===== src/rtl/bit_stream_controller_if.sv =====
// Handshake and serial-bit bundle between an upstream word source, bit_stream_controller
// and the downstream bit_selector.
interface bit_stream_controller_if;
    logic        in_valid;
    logic        in_ready;
    logic [15:0] in_data;
    logic        out_ready;
    logic [15:0] word_out;
    logic [3:0]  bit_idx;
    logic        lock;
    logic        bit_valid;
    logic        word_last;
    logic        busy;

    // Valid/ready: a word transfers on every rising edge where in_valid && in_ready;
    // the source holds in_data stable while in_valid is high and in_ready is low, and
    // a bit is consumed on every rising edge where bit_valid && out_ready.
    modport master (
        output in_valid, in_data, out_ready,
        input  in_ready, word_out, bit_idx, lock, bit_valid, word_last, busy
    );

    modport slave (
        input  in_valid, in_data, out_ready,
        output in_ready, word_out, bit_idx, lock, bit_valid, word_last, busy
    );
endinterface


===== src/rtl/bit_stream_controller.sv =====
// Serializes 16-bit words MSB first as (word_out, bit_idx) pairs for bit_selector.
// Define BIT_STREAM_DOUBLE_BUF_EN to add a one-entry pending word for bubble-free streaming.
module bit_stream_controller (
    input  logic                     clk,
    input  logic                     rst_n,
    bit_stream_controller_if.slave   bus,
    output logic                     state_dbg_o
);
    typedef enum logic {
        IDLE   = 1'b0,
        STREAM = 1'b1
    } state_e;

    state_e      state_q, state_d;
    logic [15:0] word_q, word_d;
    logic [3:0]  idx_q, idx_d;
    logic        in_ready;
    logic        accept;
    logic        consume;
    logic        last_bit;

`ifdef BIT_STREAM_DOUBLE_BUF_EN
    logic [15:0] pend_q, pend_d;
    logic        pend_v_q, pend_v_d;

    assign in_ready = !pend_v_q;
`else
    assign in_ready = (state_q == IDLE);
`endif

    assign accept   = bus.in_valid && in_ready;
    assign consume  = (state_q == STREAM) && bus.out_ready;
    assign last_bit = consume && (idx_q == 4'hF);

    always_ff @(posedge clk or negedge rst_n) begin
        if (!rst_n) begin
            state_q  <= IDLE;
            word_q   <= 16'h0000;
            idx_q    <= 4'hF;
`ifdef BIT_STREAM_DOUBLE_BUF_EN
            pend_q   <= 16'h0000;
            pend_v_q <= 1'b0;
`endif
        end else begin
            state_q  <= state_d;
            word_q   <= word_d;
            idx_q    <= idx_d;
`ifdef BIT_STREAM_DOUBLE_BUF_EN
            pend_q   <= pend_d;
            pend_v_q <= pend_v_d;
`endif
        end
    end

    always_comb begin
        state_d  = state_q;
        word_d   = word_q;
        idx_d    = idx_q;
`ifdef BIT_STREAM_DOUBLE_BUF_EN
        pend_d   = pend_q;
        pend_v_d = pend_v_q;
`endif
        case (state_q)
            IDLE: begin
                if (accept) begin
                    word_d  = bus.in_data;
                    idx_d   = 4'h0;
                    state_d = STREAM;
                end
            end
            STREAM: begin
                if (last_bit) begin
`ifdef BIT_STREAM_DOUBLE_BUF_EN
                    if (pend_v_q) begin
                        word_d   = pend_q;
                        idx_d    = 4'h0;
                        pend_v_d = 1'b0;
                    end else if (accept) begin
                        // Word arriving on the last bit bypasses the empty pending slot.
                        word_d = bus.in_data;
                        idx_d  = 4'h0;
                    end else begin
                        state_d = IDLE;
                        idx_d   = 4'hF;
                    end
`else
                    // Parks at F rather than wrapping to 0 so bit_selector sees an idle index.
                    state_d = IDLE;
                    idx_d   = 4'hF;
`endif
                end else begin
                    if (consume) begin
                        idx_d = idx_q + 4'd1;
                    end
`ifdef BIT_STREAM_DOUBLE_BUF_EN
                    if (accept) begin
                        pend_d   = bus.in_data;
                        pend_v_d = 1'b1;
                    end
`endif
                end
            end
            default: begin
                state_d = IDLE;
                idx_d   = 4'hF;
            end
        endcase
    end

    assign bus.in_ready  = in_ready;
    assign bus.word_out  = word_q;
    assign bus.bit_idx   = idx_q;
    assign bus.bit_valid = (state_q == STREAM);
    assign bus.lock      = (state_q != STREAM);
    assign bus.word_last = (state_q == STREAM) && (idx_q == 4'hF);
`ifdef BIT_STREAM_DOUBLE_BUF_EN
    assign bus.busy      = (state_q == STREAM) || pend_v_q;
`else
    assign bus.busy      = (state_q == STREAM);
`endif
    assign state_dbg_o   = state_q;
endmodule


===== src/flat_wrapper.sv =====
// flat-port wrapper written by rule: the top's interface ports become plain ports
module bit_stream_controller_flat 
  (clk, rst_n, state_dbg_o, bus_in_valid, bus_in_data, bus_out_ready, bus_in_ready, bus_word_out, bus_bit_idx, bus_lock, bus_bit_valid, bus_word_last, bus_busy);
  bit_stream_controller_if bus_i ();
  input  logic clk;
  input  logic rst_n;
  output logic state_dbg_o;
  input wire logic [$bits(bus_i.in_valid)-1:0] bus_in_valid;
  input wire logic [$bits(bus_i.in_data)-1:0] bus_in_data;
  input wire logic [$bits(bus_i.out_ready)-1:0] bus_out_ready;
  output wire logic [$bits(bus_i.in_ready)-1:0] bus_in_ready;
  output wire logic [$bits(bus_i.word_out)-1:0] bus_word_out;
  output wire logic [$bits(bus_i.bit_idx)-1:0] bus_bit_idx;
  output wire logic [$bits(bus_i.lock)-1:0] bus_lock;
  output wire logic [$bits(bus_i.bit_valid)-1:0] bus_bit_valid;
  output wire logic [$bits(bus_i.word_last)-1:0] bus_word_last;
  output wire logic [$bits(bus_i.busy)-1:0] bus_busy;
  assign bus_i.in_valid = bus_in_valid;
  assign bus_i.in_data = bus_in_data;
  assign bus_i.out_ready = bus_out_ready;
  assign bus_in_ready = bus_i.in_ready;
  assign bus_word_out = bus_i.word_out;
  assign bus_bit_idx = bus_i.bit_idx;
  assign bus_lock = bus_i.lock;
  assign bus_bit_valid = bus_i.bit_valid;
  assign bus_word_last = bus_i.word_last;
  assign bus_busy = bus_i.busy;
  bit_stream_controller u_core (.clk(clk), .rst_n(rst_n), .bus(bus_i), .state_dbg_o(state_dbg_o));
endmodule

===== config.mk =====
export PLATFORM = sky130hd
export DESIGN_NAME = bit_stream_controller_flat
export DESIGN_NICKNAME = d
export VERILOG_FILES = /design/src/rtl/bit_stream_controller_if.sv /design/src/rtl/bit_stream_controller.sv /design/src/flat_wrapper.sv
export SDC_FILE = /design/constraint.sdc
export NUM_CORES = 1
export LEC_CHECK = 0
export ABC_AREA = 1
export BUFFER_PORTS_ARGS = -buffer_cell sky130_fd_sc_hd__clkbuf_2
export CAP_MARGIN = 10
export CORE_AREA = 3 3 50 52
export DETAILED_ROUTE_END_ITERATION = 6
export DIE_AREA = 0 0 53 55
export PLACE_DENSITY_LB_ADDON = 0.2
export SLEW_MARGIN = 20
export SYNTH_ARGS = -nofsm -noshare
export SYNTH_HDL_FRONTEND = slang
export SYNTH_SLANG_ARGS = --single-unit

===== constraint.sdc =====
create_clock -name clk -period 1.4 [get_ports clk]
set_input_delay 0.28 -clock clk [delete_from_list [all_inputs] [get_ports clk]]
set_output_delay 0.28 -clock clk [all_outputs]
set_load 0.05 [all_outputs]

==> impl_metrics.yaml <==
drt:
  routedWlPerCell_um: 11.8
  vias: 893
  drc_violations_left: 0
  routed_wl_um: 2320
  drt-pass1-iter-count: 4
  drt.antenna.violating_nets: 0
  detail_route.iter0.violations: 17
  dr_vias_cell: 4.53
yosys:
  average_footprint_of_a_synthesized_cell_um2: 8.49
  post_synth_xor_area_fraction_pct: 0
  synth_top_family_by_area: "simple AND/OR/NAND/NOR gates"
  syn_nets: 130
  synth-seq-area-share_pct: 57.3
  post_synth_instance_area_um2: 926
  ys_types: 15
  post_synthesis_sequential_element_count: 21
  synth_warnings: 0
  synth_compound_area_share_pct: 1.08
  synthSimpleGateAreaFrac_pct: 33.4
  synthMuxAreaShare_pct: 0
  post_synth_fa_ha_maj_area_fraction_pct: 1.35
  postSynthCellCount: 109
outcome:
  violations: "setup timing"
  outcome: "complete, but fails checks"
global_routing:
  grt_pass1_wl_um: 3750
  grt_usage_pct: 17.9
  antenna_found_initial: 0
  grt_overflow_total: 0
  grt_pass1_vias: 871
  largest_net_degree_at_the_start_of_global_routing: 22
finish:
  final_core_util_pct: 69.1
  final_nets: 191
  n_fill_cell: 173
  drive_gt1_share_pct: 46.7
  syn2layout_area_growth_pct: 60.4
  antenna-diode-count: 0
floorplan:
  count_of_boundary_i_o_pins: 46
  chipWidth_um: 53
  floorplan.initialDensity_pct: 43.1
  num_rows: 17
  die_height_um: 55
  design.die.area_um2: 2920
  placeableCoreArea_um2: 2150
worst_setup_path:
  reg2regPathDepth: 8
  worstPathMaxFanout: 2
  critical_path_class: "flop to primary output"
  cp_data_required_time_ps: 1120
  worst_setup_path_end_kind: "primary output"
  crit_path_start_kind: "flop"
  cp_data_arrival_time_ps: 1400
hold_path:
  worst_hold_path.num_cells: 3
  min-delay-path-class: "input port to flop"
clocking:
  cts-buffers-inserted: 3
  clock_slew_seen_by_the_registers_of_the_worst_setup_and_hold_paths_ps: 110
  cts-htree-levels: 1
  tritoncts: "done"
  clock-sinks: 21
  clk_path_buf_depth: 2
  clk-insertion-delay-late_ps: 290
  cts-root-buf: "clkbuf_4"
power:
  comb_power_share_pct: 64.8
  p_switching_mw: 2.07
  leakage_nw: 0.833
  power_report.internal_total_mw: 1.97
  switching_share_pct: 51.2
  seq_power_share_pct: 28.2
  irDropWorstVdd_mv: 1.68
  clock_power_share_pct: 7.0
  power_density_nw_per_um2: 2720
place:
  port_buffers: 45
  dp_hpwl_um: 1520
  routabilityCongestion: 0.804
sta:
  relSlewSlack_pct: 66.1
  whs_ps: 169
  worst_slack_ps: -278
  final.min_clock_period_ps: 1680
  finalSetupViolations: 5
  finalClockSkew_ps: 3.82
  rsz0062_at_grt: "true"
  period_share_pct: 120
  hold_violation_count_in_the_final_report: 0
  timing_worst_slew_pin_value_ps: 509
  report.final.slew_viol_count: 0
  fmax_mhz: 596
job:
  cap_violations: 0
## per-layer routing
metal | wire length (um) | up-vias | part of all wire [%] | global-route usage [%]
met5 | 0 | - | 0 | 0
met4 | 24 | 0 | 1.0 | 7.66
met3 | 130 | 4 | 5.6 | 3.22
met2 | 1210 | 31 | 52 | 33.9
met1 | 959 | 409 | 41 | 19.6
li1 | - | 449 | - | -
## cells by family after synthesis
| group | Yosys count |
|---|---|
| AND/OR/NAND/NOR | 75 |
| flip-flops | 21 |
| buffers and inverters | 10 |
| AO/OA/AOI/OAI | 2 |
| adder cells (fa/ha/maj) | 1 |
## synth_stat cells
cell / number / area (um2)
nand3_1: 6 / 30.0
ha_1: 1 / 12.5
nor2_1: 4 / 15.0
dfstp_2: 4 / 105
nor2_4: 1 / 11.3
nand4_1: 1 / 6.26
inv_1: 3 / 11.3
inv_2: 2 / 7.51
buf_6: 2 / 22.5
dfrtp_1: 17 / 425
o21ai_1: 2 / 10.0
nand2_2: 1 / 6.26
nand2_4: 1 / 11.3
buf_4: 3 / 22.5
nand2_1: 61 / 229
## path summary, 6_finish.rpt
| kind | from | endpoint | slack, ps |
|---|---|---|---|
| worst max register to register | u_core.bus.bit_idx[0] | u_core.bus.bit_idx[3] | 50 |
| max in group asynchronous | rst_n | u_core.bus.bit_valid | 560 |
| min in group asynchronous | rst_n | u_core.bus.word_out[13] | 480 |
| worst min-delay path | bus_in_data[13] | u_core.bus.word_out[13] | 170 |
| worst max-delay path | u_core.bus.bit_idx[0] | bus_word_last | -280 |
| worst min register to register | u_core.bus.word_out[11] | u_core.bus.word_out[11] | 490 |
## worst max-delay path, stage by stage (launching register included)
cell,delay [ps]
dfstp_4,640
ha_4,140
nand3_4,70
nor2_4,90
buf_8,150
## placed cells by master, fill, tap and decap left out, drive strengths merged
cell         count
ha               1
dfstp            4
dlygate4sd3      1
nor2             5
nand3            6
buf             20
nand4            1
nand2           63
o21ai            2
clkbuf          44
dfrtp           17
inv              5
## state kept, by name, summed over array words and instances, names as in the netlist
name / cells
u_core.bus.word_out: 16
u_core.bus.bit_idx: 4
u_core.bus.bit_valid: 1
## power groups by stage
stage                     Combinational (mW)  Sequential, mW  Clock (mW)
after detailed placement                2.09            1.15           0
after CTS                               2.50            1.14       0.298
after global placement                  2.07            1.14           0
after global routing                    2.79            1.18       0.324
after floorplan                        0.524            2.21           0
final                                   2.62            1.14       0.282
## area by class of cell
| type | count | area [um2] | share of cell area [%] |
|---|---|---|---|
| flip-flops and latches | 21 | 539 | 36.3 |
| repair buffers | 61 | 479 | 32.3 |
| well taps | 28 | 35.0 | 2.36 |
| inverters | 5 | 21.3 | 1.43 |
| clock buffers | 4 | 26.3 | 1.77 |
| multi-input cells | 78 | 384 | 25.9 |
## per-stage QoR
step | power [mW] | worst slack [ps] | cell area, um2 | TNS [ps] | std cells
global placement | 3.21 | -59.0 | 1230 | -59.0 | 183
CTS | 3.94 | -313 | 1440 | -808 | 196
floorplan | 2.73 | -135 | 967 | -135 | 109
finish | 4.04 | -278 | 1490 | -799 | 197
global route | 4.29 | -328 | 1490 | -1040 | 197
detailed placement | 3.25 | -85.8 | 1230 | -85.8 | 183
## what timing repair did
action                                  CTS  global route
hold buffers                              1             0
cloned                                    0             0
setup buffers                             8             3
endpoints found under the hold margin    17             0
endpoints found under the setup margin    7            13
pin swaps                                 2             4
resized for setup                        20            20
Power figures use the tool's default switching activity.
